[src/rtl/reg_file_dumper_if.sv]
// Output word stream of the register-file dumper: one register per transfer.
// Latency: n/a (wires only).
// Backpressure: valid/ready; a word is held stable while out_valid=1 and out_ready=0.
//
// Signals:
//   out_valid  master->slave  word present
//   out_ready  slave->master  downstream accepts the word
//   out_addr   master->slave  register index of the word
//   out_data   master->slave  register value of the word
interface reg_file_dumper_if #(
  parameter int DATA_WIDTH = 32,
  parameter int ADDR_WIDTH = 5
);
  logic                  out_valid;
  logic                  out_ready;
  logic [ADDR_WIDTH-1:0] out_addr;
  logic [DATA_WIDTH-1:0] out_data;

  modport master (
    output out_valid,
    output out_addr,
    output out_data,
    input  out_ready
  );

  modport slave (
    input  out_valid,
    input  out_addr,
    input  out_data,
    output out_ready
  );
endinterface

[src/rtl/reg_file_dumper.sv]
// Walks register addresses 0..NUM_REGS-1, streams each word out and sums them.
// Latency: 2 cycles per word (FETCH + SEND), done pulses one cycle after the last handshake.
// Backpressure: SEND holds word, index and checksum until out_ready; start ignored while busy.
//
// Ports:
//   clk, rst          clock, synchronous active-high reset
//   start             one-cycle dump request, honoured only in IDLE
//   busy, done        FETCH/SEND indicator, one-cycle completion pulse
//   rf_raddr/rf_rdata combinational register-file read port
//   out_if (master)   out_valid/out_ready/out_addr/out_data word stream
//   checksum          mod-2^DATA_WIDTH sum of words handshaken since last start
module reg_file_dumper #(
  parameter int DATA_WIDTH = 32,
  parameter int ADDR_WIDTH = 5,
  parameter int NUM_REGS   = 32
) (
  input  logic                  clk,
  input  logic                  rst,
  input  logic                  start,
  output logic                  busy,
  output logic                  done,
  output logic [ADDR_WIDTH-1:0] rf_raddr,
  input  logic [DATA_WIDTH-1:0] rf_rdata,
  reg_file_dumper_if.master     out_if,
  output logic [DATA_WIDTH-1:0] checksum
);

  localparam logic [ADDR_WIDTH-1:0] LAST_IDX = ADDR_WIDTH'(NUM_REGS - 1);

  typedef enum logic [1:0] {
    S_IDLE,
    S_FETCH,
    S_SEND,
    S_DONE
  } state_e;

  state_e                state_q, state_d;
  logic [ADDR_WIDTH-1:0] idx_q, idx_d;
  logic [ADDR_WIDTH-1:0] out_addr_q, out_addr_d;
  logic [DATA_WIDTH-1:0] out_data_q, out_data_d;
  logic [DATA_WIDTH-1:0] checksum_q, checksum_d;
  logic                  busy_q, busy_d;
  logic                  done_q, done_d;
  logic                  out_valid_q, out_valid_d;

  always_comb begin
    state_d    = state_q;
    idx_d      = idx_q;
    out_addr_d = out_addr_q;
    out_data_d = out_data_q;
    checksum_d = checksum_q;

    case (state_q)
      S_IDLE: begin
        if (start) begin
          state_d    = S_FETCH;
          idx_d      = '0;
          checksum_d = '0;
        end
      end
      S_FETCH: begin
        out_data_d = rf_rdata;
        out_addr_d = idx_q;
        state_d    = S_SEND;
      end
      S_SEND: begin
        if (out_valid_q && out_if.out_ready) begin
          checksum_d = checksum_q + out_data_q;
          if (idx_q == LAST_IDX) begin
            state_d = S_DONE;
          end else begin
            idx_d   = idx_q + 1'b1;
            state_d = S_FETCH;
          end
        end
      end
      S_DONE: begin
        // Clearing idx here keeps rf_raddr at 0 throughout IDLE.
        idx_d   = '0;
        state_d = S_IDLE;
      end
      default: begin
        state_d = S_IDLE;
        idx_d   = '0;
      end
    endcase

    // Status outputs are registered copies of the next state, so they
    // line up exactly with the state they describe.
    busy_d      = (state_d == S_FETCH) || (state_d == S_SEND);
    done_d      = (state_d == S_DONE);
    out_valid_d = (state_d == S_SEND);
  end

  always_ff @(posedge clk) begin
    if (rst) begin
      state_q     <= S_IDLE;
      idx_q       <= '0;
      out_addr_q  <= '0;
      out_data_q  <= '0;
      checksum_q  <= '0;
      busy_q      <= 1'b0;
      done_q      <= 1'b0;
      out_valid_q <= 1'b0;
    end else begin
      state_q     <= state_d;
      idx_q       <= idx_d;
      out_addr_q  <= out_addr_d;
      out_data_q  <= out_data_d;
      checksum_q  <= checksum_d;
      busy_q      <= busy_d;
      done_q      <= done_d;
      out_valid_q <= out_valid_d;
    end
  end

  assign busy             = busy_q;
  assign done             = done_q;
  assign rf_raddr         = idx_q;
  assign checksum         = checksum_q;
  assign out_if.out_valid = out_valid_q;
  assign out_if.out_addr  = out_addr_q;
  assign out_if.out_data  = out_data_q;

endmodule

[src/flat_wrapper.sv]
// flat-port wrapper written by rule: the top's interface ports become plain ports
module reg_file_dumper_flat 
#(
  parameter int DATA_WIDTH = 32,
  parameter int ADDR_WIDTH = 5,
  parameter int NUM_REGS   = 32
)
  (clk, rst, start, busy, done, rf_raddr, rf_rdata, checksum, out_if_out_valid, out_if_out_addr, out_if_out_data, out_if_out_ready);
  reg_file_dumper_if #(.DATA_WIDTH(DATA_WIDTH), .ADDR_WIDTH(ADDR_WIDTH)) out_if_i ();
  input  logic clk;
  input  logic rst;
  input  logic start;
  output logic busy;
  output logic done;
  output logic [ADDR_WIDTH-1:0] rf_raddr;
  input  logic [DATA_WIDTH-1:0] rf_rdata;
  output logic [DATA_WIDTH-1:0] checksum;
  output wire logic [$bits(out_if_i.out_valid)-1:0] out_if_out_valid;
  output wire logic [$bits(out_if_i.out_addr)-1:0] out_if_out_addr;
  output wire logic [$bits(out_if_i.out_data)-1:0] out_if_out_data;
  input wire logic [$bits(out_if_i.out_ready)-1:0] out_if_out_ready;
  assign out_if_out_valid = out_if_i.out_valid;
  assign out_if_out_addr = out_if_i.out_addr;
  assign out_if_out_data = out_if_i.out_data;
  assign out_if_i.out_ready = out_if_out_ready;
  reg_file_dumper #(.DATA_WIDTH(DATA_WIDTH), .ADDR_WIDTH(ADDR_WIDTH), .NUM_REGS(NUM_REGS)) u_core (.clk(clk), .rst(rst), .start(start), .busy(busy), .done(done), .rf_raddr(rf_raddr), .rf_rdata(rf_rdata), .out_if(out_if_i), .checksum(checksum));
endmodule
[config.mk]
export PLATFORM = sky130hd
export DESIGN_NAME = reg_file_dumper_flat
export DESIGN_NICKNAME = d
export VERILOG_FILES = /design/src/rtl/reg_file_dumper_if.sv /design/src/rtl/reg_file_dumper.sv /design/src/flat_wrapper.sv
export SDC_FILE = /design/constraint.sdc
export NUM_CORES = 1
export LEC_CHECK = 0
export BUFFER_PORTS_ARGS = -buffer_cell sky130_fd_sc_hd__buf_2
export CAP_MARGIN = 20
export CORE_MARGIN = 1.5
export CORE_UTILIZATION = 54
export CTS_CLUSTER_SIZE = 25
export DETAILED_ROUTE_END_ITERATION = 10
export PLACE_DENSITY = 0.78
export RECOVER_POWER = 25
export SYNTH_ARGS = -nofsm -noshare
export SYNTH_HDL_FRONTEND = slang
export SYNTH_SLANG_ARGS = --single-unit
[constraint.sdc]
create_clock -name clk -period 3.08 [get_ports clk]
set_input_delay 0.154 -clock clk [delete_from_list [all_inputs] [get_ports clk]]
set_output_delay 0.154 -clock clk [all_outputs]
set_load 0.01 [all_outputs]
# --- Word level (Yosys, flattened, before mapping) ---
# Cells that the tools add are included.
totals:
  regBits: 79
  output_inout_bits: 77
  word_cells: 38
op_classes:
  addsub: 2
  n_eq_ne: 10
  mux: 11
  reduce_logical: 7
ops:
  columns: ["operator", "n"]
  rows:
  - ["2-to-1 mux 32 bit", 2]
  - ["one-hot mux 32 bit (2 select lines)", 1]
  - ["adder 32 bit", 1]
  - ["2-to-1 mux 5 bit", 3]
  - ["one-hot mux 5 bit (3 select lines)", 1]
  - ["equality test 2 bit, second input constant", 4]
  - ["one-hot mux 2 bit (4 select lines)", 1]
  - ["2-to-1 mux 2 bit", 3]
  - ["adder 5 x 1 -> 5 bit, second input constant", 1]
  - ["equality test 5 bit, second input constant", 1]
  - ["equality test 2 x 1 -> 1 bit, second input constant", 2]
  - ["!= test 2 bit, second input constant", 2]
  - ["AND reduction 4 bit", 1]
  - ["AND reduction 3 bit", 1]
  - ["nonzero test 3 bit", 1]
  - ["zero test 2 bit", 1]
  - ["!= test 2 x 1 -> 1 bit, second input constant", 1]
  - ["nonzero test 2 bit", 1]
  - ["logical AND 1 bit", 1]
  - ["logical OR 1 bit", 1]

# --- Longest topological paths before layout ---
# Gate-level depths: netlist of the first run.
depth:
  ltp_word: 6
  depth_mapped: 11
  depth_no_buf: 11

# --- Worst setup path after synthesis of the first run ---
# OpenSTA, ideal clock, no wires.
synth_path:
  path_kind: "flip-flop to flip-flop"
  start: "reg u_core.out_data_q[19] (netlist: u_core.out_if.out_data[19])"
  end: "reg u_core.checksum_q[31] (netlist: u_core.checksum[31])"
  t_arrival_ps: 2609
  required_ps: 3008
  setup_slack_ps: 400
  stages_incl_launch_ff: 10
  path_buffers: 0
  path_cell_list: "dfxtp_1 ha_1 a21oi_4 o311ai_1 a221o_1 or4_1 a41oi_1 xor2_1 or4_1 mux2i_1"
synth_via:
  elab_chain_len: 3
synth_rtl:
  columns: ["item", "line_no", "text"]
  rows:
  - ["start: declaration", "reg_file_dumper.sv:40", "logic [DATA_WIDTH-1:0] out_data_q, out_data_d;"]
  - ["start signal: assignment", "reg_file_dumper.sv:109", "out_data_q <= out_data_d;"]
  - ["adder 32 bit", "reg_file_dumper.sv:68", "checksum_d = checksum_q + out_data_q;"]
  - ["2-to-1 mux 32 bit", "reg_file_dumper.sv:67", "if (out_valid_q && out_if.out_ready) begin"]
  - ["one-hot mux 32 bit (2 select lines)", "reg_file_dumper.sv:53", "case (state_q)"]
  - ["end signal: assignment", "reg_file_dumper.sv:110", "checksum_q <= checksum_d;"]
  - ["end: declaration", "reg_file_dumper.sv:41", "logic [DATA_WIDTH-1:0] checksum_q, checksum_d;"]
# No other way between the ends. The select of a mux whose other input is x is not followed.
# A chain may end at the register's enable or synchronous reset.

# --- Final worst setup path of the first run ---
layout_path:
  start: "reg u_core.out_data_q[16] (netlist: u_core.out_if.out_data[16])"
  end: "reg u_core.checksum_q[31] (netlist: u_core.checksum[31])"
# The elaborated chain is that of the path after synthesis.

==> out/metrics.yaml, run 1 <==
finClkSkew_ps: 11.5
tns_ps: 0
start_util_pct: 55.6
routed_wl_um: 10700
crit_path_frequent_cell: "or4_1"
fmax_ghz: 0.351
fin_nets: 700
avgSynthCellArea_um2: 8.79
gp_congestion: 0.914
grt_overflow_total: 0
cts-root-buf: "clkbuf_8"
status: "completed"
powerDensity_nw_per_um2: 587
area.sequential_um2: 1580
grt_setup_unrepaired: "false"
finalSetupViolCount: 0
antenna_left: 0
die_area_um2: 9030
die_w_um: 95
cap_violations: 0
tightest_slew_ps: 577
finalInstanceArea_um2: 5400
maxSlewHeadroom_pct: 61.5
synth.distinct_cells: 59
r2r_slack_ps: 230
critPathMaxStageDelay_ps: 540
drc: 0
dr.pass1.iters: 4
synth_edf_count: 0
multi_input_area_um2: 2830
initialDrtViolationCount: 138
peakVddDrop_mv: 0.427
critical_path.slowest_cell: "or4_1"
period_share_pct: 92.4
boundaryPins: 113
crit_fanout: 6
dpl.hpwl_um: 7950
required_ps: 3360
numClockSinks: 79
synth-seq-cells: 79
cts_buffers: 9
die_y_um: 95
grt_max_degree: 48
antennaDiodeCount: 0
hold_slack_ps: 35.8
vias: 4241
crit_path_end_kind: "flop"
startpoint_type: "flop"
numPortBuffers: 112
stdcell_count: 735
dp_slack_ps: 243
grt.total_usage_pct: 24.4
antenna_found_initial: 0
synth_flop_cell: "dfxtp_1"
area.growth.synth_to_final_pct: 18.1
path_class: "flop to flop"
htreeDepth: 3
rows: 33
critPathArrivalTime_ps: 3130
leakagePower_nw: 2.49
power.total_mw: 3.17
cts.reportedPaths.clkPinSlew_ps: 80
timing.final.ws_setup_ps: 233
synthCells: 520
clk_latency_ps: 350
hold_viol_final: 0
cts_tree: "done"
grt_pass1_vias: 3945
crit_chain: "ha_1 > a21oi_1 > o311ai_1 > a221o_1 > or4_1 > a41oi_1 > xor2_1 > or4_1 > mux2i_1"
grt_pass1_wl_um: 17600
viasPerCell: 5.77
wl_per_cell_um: 14.6
fin_crit_ps: 2850
core_area_um2: 8220
hold_class: "primary input to flop"
postSynth.asyncResetShare_pct: 0
drive_above_1_share_pct: 17.6
clockBufferDepth: 2
place_area_um2: 5220
syn_area_um2: 4570
fin_util_pct: 65.7
cts_hold_buf: 0
synth-seq-area-share_pct: 34.6
num-fill-cells: 714
place_inst: 719
syn_nets: 595
drv_slew: 0
synth_warnings: 0
## per-layer routing
| metal | share of wire [%] | wire [µm] | global-route usage [%] | vias up |
|---|---|---|---|---|
| met5 | 0 | 0 | 0 | - |
| met4 | 2.7 | 288 | 10.7 | 0 |
| met3 | 5.7 | 608 | 4.67 | 27 |
| met2 | 46 | 4880 | 40.6 | 133 |
| met1 | 46 | 4940 | 30.6 | 1981 |
| li1 | - | - | - | 2100 |
## worst max-delay path: cells and delay by family, from the launching register on
kind	cells	cell delay (ps)
AOI/OAI and AO/OA	4	920
xor gates and xnor gates	1	110
adders and majority gates	1	380
DFF	1	330
muxes	1	120
and+or+nand+nor	2	930
## cell usage in the layout (no fill, tap or decap), types with 6 or more instances in the layout
cell type / instances
xnor2_1: 13
nor2b_1: 7
a22oi_1: 11
xor2_1: 9
nand4_1: 6
nor2_1: 63
buf_2: 73
inv_1: 15
mux2i_1: 38
buf_4: 8
nand2_1: 32
o211ai_1: 6
dfxtp_1: 79
a21oi_1: 45
clkbuf_8: 11
nor3_1: 6
a22o_1: 14
o21ai_0: 14
a21o_1: 16
clkbuf_1: 41
nand3_1: 13
ha_1: 37
## layout make-up
cell class	instances	area share, %
clock buffers	13	2.94
multi-input cells	400	52.5
repair buffers	120	10.6
inverters	15	1.04
well taps	105	2.43
clock inverters	3	1.21
flip-flops and latches	79	29.3
## power by group
group / internal (mW) / total, mW / switching [mW]
clock: 0.501 / 0.866 / 0.365
combinational: 0.439 / 1.08 / 0.642
sequential: 1.13 / 1.22 / 0.0889
## flip-flops by register name (all words and copies together) (netlist names)
| register | count |
|---|---|
| u_core.checksum | 32 |
| u_core.out_if.out_data | 32 |
| u_core.out_if.out_addr | 5 |
| u_core.rf_raddr | 5 |
| u_core.state_q | 2 |
| u_core.busy | 1 |
| u_core.done | 1 |
| u_core.out_if.out_valid | 1 |
## final timing paths
check / cells after the start / from / to
worst min register to register: 1 / u_core.checksum[31] / u_core.checksum[31]
worst max register to register: 9 / u_core.out_if.out_data[16] / u_core.checksum[31]
worst max-delay path: 9 / u_core.out_if.out_data[16] / u_core.checksum[31]
worst min-delay path: 3 / rf_rdata[5] / u_core.out_if.out_data[5]
## kinds of logic after synthesis
kind of cell	share of synthesized area [%]
simple gates	16.4
compound gates	21.5
flops	34.6
buf+inv	3.56
mux	8.81
fa+ha+maj	10.8
xor+xnor	4.22
## timing repair
action                                  CTS  global route
endpoints found under the setup margin    0             1
buffers inserted                          0             0
gates resized for setup                   0             1
## Yosys cell counts (all sizes together), types with 2 or more instances
library cell  instances  area, µm²
a21boi                2       15.0
a32o                  2       20.0
nand4                 6       37.5
mux2i                38        380
o21a                  2       15.0
a21oi                46        241
nand3b                3       22.5
nor3                  7       35.0
nand2b                5       31.3
mux2                  2       22.5
nor2b                 7       43.8
nor4                  2       12.5
clkbuf               20       75.1
inv                  15       56.3
a22o                 14        123
o31ai                 4       45.1
and2                  2       12.5
a211oi                3       22.5
xor2                  9       78.8
nor2                 63        236
o211ai                6       45.0
o21ai                16       91.3
or4                   2       15.0
ha                   38        475
and3                  4       30.0
nand3                13       65.1
xnor2                13        114
a311oi                2       23.8
dfxtp                79       1580
or3                   4       25.0
or2                   2       12.5
o22ai                 3       18.8
buf                   6       31.3
a22oi                11       82.6
nand2                32        120
nor3b                 3       22.5
o21bai                3       22.5
and4                  2       17.5
a21o                 16        120
Power figures use the tool's default switching activity.
==> inputs of run 2 (changes only) <==
==> constraint.sdc (replaced) <==
create_clock -name clk -period 3.08 [get_ports clk]
set_input_delay 0.616 -clock clk [delete_from_list [all_inputs] [get_ports clk]]
set_output_delay 0.616 -clock clk [all_outputs]
set_load 0.01 [all_outputs]
==> out/metrics.yaml, run 2 (synthesis results as in run 1) <==
status: "completed"
antennaDiodeCount: 0
die_w_um: 95
place_area_um2: 5220
core_area_um2: 8220
wl_per_cell_um: 14.9
cts_hold_buf: 0
cts-root-buf: "clkbuf_8"
antenna_left: 0
gp_congestion: 0.912
post_cts_buffers: 0
dr.pass1.iters: 5
crit_fanout: 6
antenna_found_initial: 0
grt_setup_unrepaired: "false"
multi_input_area_um2: 2840
cap_violations: 0
viasPerCell: 5.80
peakVddDrop_mv: 0.412
boundaryPins: 113
tightest_slew_ps: 648
dpl.hpwl_um: 7880
vias: 4262
rr_endpoint: "u_core.checksum[31]"
p_int_mw: 1.95
stdcell_count: 735
finalSetupViolCount: 0
powerDensity_nw_per_um2: 574
leakagePower_nw: 2.48
grt_overflow_total: 0
r2r_start: "u_core.out_if.out_data[19]"
drc: 0
initialDrtViolationCount: 131
routed_wl_um: 10900
cts_tree: "done"
hold_viol_final: 0
clk_latency_ps: 370
crit_path_end_kind: "flop"
r2r_slack_ps: 220
grt_pass1_vias: 3833
fin_nets: 700
hold_class: "flop to flop"
critPathArrivalTime_ps: 3170
drive_above_1_share_pct: 18.1
maxSlewHeadroom_pct: 56.8
area.sequential_um2: 1580
required_ps: 3390
grt.total_usage_pct: 24.7
crit_start: "u_core.out_if.out_data[19]"
clockBufferDepth: 2
cts_buffers: 9
num-fill-cells: 733
fin_crit_ps: 2860
endpoint: "u_core.checksum[31]"
fmax_ghz: 0.349
grt_pass1_wl_um: 17600
die_y_um: 95
cts.reportedPaths.clkPinSlew_ps: 90
rows: 33
finClkSkew_ps: 13.8
place_inst: 719
finalInstanceArea_um2: 5370
hold_slack_ps: 474
tns_ps: 0
min_path_cells: 1
grt_max_degree: 63
die_area_um2: 9030
start_util_pct: 55.6
comb_power_share_pct: 34.9
period_share_pct: 92.9
power.total_mw: 3.08
pwr-share-clk_pct: 25.4
cts-resized-gates: 0
startpoint_type: "flop"
drv_slew: 0
final_cell_mix: "dfxtp_1 (79), buf_2 (73), nor2_1 (63), a21oi_1 (44), clkbuf_1 (39)"
path_class: "flop to flop"
htreeDepth: 3
switching_power_mw: 1.14
numClockSinks: 79
p_sw_share_pct: 36.8
layout_commonest_cell: "dfxtp_1"
numPortBuffers: 112
rr_worst_depth: 9
area.growth.synth_to_final_pct: 17.5
seq_power_share_pct: 39.7
run 2: final cells by class:
type / instances / share of cell area, %
well taps: 105 / 2.45
inverters: 15 / 1.05
multi-input cells: 400 / 52.8
flip-flops and latches: 79 / 29.4
clock inverters: 7 / 1.30
repair buffers: 120 / 10.6
clock buffers: 9 / 2.31
run 2: per-stage QoR:
stage | setup WS, ps | util (%)
2_1_floorplan | 400 | -
3_3_place_gp | 295 | 63.6
3_5_place_dp | 239 | 63.6
4_1_cts | 209 | 65.9
5_1_grt | 26.3 | 65.4
6_report | 218 | 65.4
run 2: worst max-delay path, stage by stage, from the launching register on:
cell and delay [ps]:
dfxtp_1 330, ha_1 410, a21oi_4 210, o311ai_1 130, a221o_1 320, or4_1 540
a41oi_1 240, xor2_1 110, or4_1 400, mux2i_1 120
run 2: worst min path at each step:
stage / startpoint / endpoint / slack (ps)
floorplan: u_core.checksum[6] / u_core.checksum[6] / 490
global placement: u_core.checksum[31] / u_core.checksum[31] / 450
detailed placement: u_core.checksum[31] / u_core.checksum[31] / 460
CTS: rf_rdata[28] / u_core.out_if.out_data[28] / 470
global route: rf_rdata[18] / u_core.out_if.out_data[18] / 480
finish: u_core.checksum[31] / u_core.checksum[31] / 470
run 2: power groups by stage:
| stage | logic, mW | registers, mW | clock network, mW |
|---|---|---|---|
| finish | 1.08 | 1.22 | 0.782 |
| floorplan | 0.744 | 1.28 | 0 |
| global route | 1.19 | 1.24 | 0.840 |
| CTS | 1.09 | 1.22 | 0.797 |
| detailed placement | 1.08 | 1.24 | 0 |
| global placement | 1.05 | 1.24 | 0 |
run 2: per-layer routing:
| layer | up-vias | global-route usage [%] | share of wire [%] |
|---|---|---|---|
| li1 | 2100 | - | - |
| met1 | 2027 | 31.1 | 46 |
| met2 | 119 | 41.2 | 47 |
| met3 | 16 | 5.31 | 5.2 |
| met4 | 0 | 8.83 | 1.3 |
| met5 | - | 0 | 0 |
==> inputs of run 3 (changes only) <==
--- a/config.mk
+++ b/config.mk
@@ -11,7 +11,7 @@
 export CORE_UTILIZATION = 54
 export CTS_CLUSTER_SIZE = 25
 export DETAILED_ROUTE_END_ITERATION = 10
-export PLACE_DENSITY = 0.78
+export PLACE_DENSITY = 0.88
 export RECOVER_POWER = 25
 export SYNTH_ARGS = -nofsm -noshare
 export SYNTH_HDL_FRONTEND = slang
==> out/metrics.yaml, run 3 (synthesis results as in run 1) <==
status: "completed"
die_area_um2: 9030
boundaryPins: 113
peakVddDrop_mv: 0.303
path_class: "flop to flop"
htreeDepth: 3
drc: 0
fmax_ghz: 0.344
comb_power_share_pct: 35.1
hold_viol_final: 0
initialDrtViolationCount: 206
p_int_mw: 1.99
stdcell_count: 734
pwr-share-clk_pct: 25.4
drive_above_1_share_pct: 19.1
num-fill-cells: 732
clk_latency_ps: 350
crit_fanout: 6
antenna_found_initial: 1
cts_tree: "done"
grt_overflow_total: 0
die_w_um: 95
place_inst: 717
p_sw_share_pct: 36.0
cts-root-buf: "clkbuf_8"
finClkSkew_ps: 8.05
routed_wl_um: 11300
multi_input_area_um2: 2830
seq_power_share_pct: 39.5
wl_per_cell_um: 15.4
critPathArrivalTime_ps: 3190
dp_slack_ps: 194
area.sequential_um2: 1580
core_area_um2: 8220
area.growth.synth_to_final_pct: 17.7
fin_nets: 700
die_y_um: 95
tightest_slew_ps: 1070
vias: 4294
antennaDiodeCount: 0
final_cell_mix: "buf_2 (82), dfxtp_1 (79), nor2_1 (63), a21oi_1 (45)"
switching_power_mw: 1.12
cts_buffers: 9
grt.total_usage_pct: 24.9
cts-resized-gates: 0
cts_hold_buf: 0
clockBufferDepth: 2
layout_commonest_cell: "buf_2"
rows: 33
dr.pass1.iters: 5
grt_max_degree: 63
finalSetupViolCount: 0
min_from: "u_core.checksum[31]"
fin_crit_ps: 2910
numPortBuffers: 112
antenna_left: 0
maxSlewHeadroom_pct: 28.7
gp_congestion: 0.908
hold_class: "flop to flop"
r2r_start: "u_core.out_if.out_data[19]"
drv_slew: 0
viasPerCell: 5.85
required_ps: 3360
post_cts_buffers: 0
cap_violations: 0
numClockSinks: 79
leakagePower_nw: 2.53
hold_slack_ps: 484
startpoint_type: "flop"
start_util_pct: 55.6
dpl.hpwl_um: 8150
tns_ps: 0
period_share_pct: 94.3
timing.final.ws_setup_ps: 174
grt_pass1_wl_um: 17700
grt_setup_unrepaired: "false"
grt_pass1_vias: 3948
crit_path_end_kind: "flop"
crit_start: "u_core.out_if.out_data[19]"
powerDensity_nw_per_um2: 577
cts.reportedPaths.clkPinSlew_ps: 80
==> run 3: changes by cell type in the layout (fill, tap and decap cells not counted), sizes merged <==
cell / change
buf: +9
inv: -2
clkbuf: -7
clkinvlp: -1
==> run 3: cell type report <==
class | instances | area share, %
Timing Repair Buffer | 120 | 10.8
Clock inverter | 4 | 0.837
Sequential cell | 79 | 29.4
Inverter | 15 | 1.05
Multi-Input combinational cell | 400 | 52.6
Clock buffer | 11 | 2.81
Tap cell | 105 | 2.44
==> run 3: stage by stage <==
step | cell area [µm²] | total power, mW | util [%]
global placement | 5210 | 2.29 | 63.4
CTS | 5410 | 3.12 | 65.8
floorplan | 4570 | 2.02 | -
global route | 5380 | 3.28 | 65.5
detailed placement | 5210 | 2.34 | 63.4
finish | 5380 | 3.10 | 65.5
==> run 3: metal layers <==
metal  GRT usage, %  vias to the layer above  share of wire [%]
met2           42.3                      160                 48
met5              0                        -               0.11
met3           5.31                       25                5.7
li1               -                     2088                  -
met4           9.45                        2                2.2
met1           30.7                     2019                 44
==> run 3: path summary, 6_finish.rpt <==
path / end / slack (ps) / cells after the start
setup / recovery: u_core.checksum[31] / 170 / 9
hold / removal: u_core.checksum[31] / 480 / 1
setup reg to reg: u_core.checksum[31] / 170 / 9
hold reg to reg: u_core.checksum[31] / 480 / 1
==> run 3: power groups by stage <==
stage | Combinational [mW] | Sequential (mW) | Clock (mW)
6_report | 1.09 | 1.22 | 0.789
5_1_grt | 1.20 | 1.24 | 0.839
4_1_cts | 1.10 | 1.22 | 0.799
3_5_place_dp | 1.09 | 1.25 | 0
3_3_place_gp | 1.05 | 1.24 | 0
2_1_floorplan | 0.744 | 1.28 | 0
==> run 3: worst max-delay path: stages, from the launching register on <==
cell	delay, ps
dfxtp_1	340
ha_1	410
a21oi_4	210
o311ai_1	130
a221o_1	320
or4_1	530
a41oi_1	230
xor2_1	110
or4_1	410
mux2i_1	140
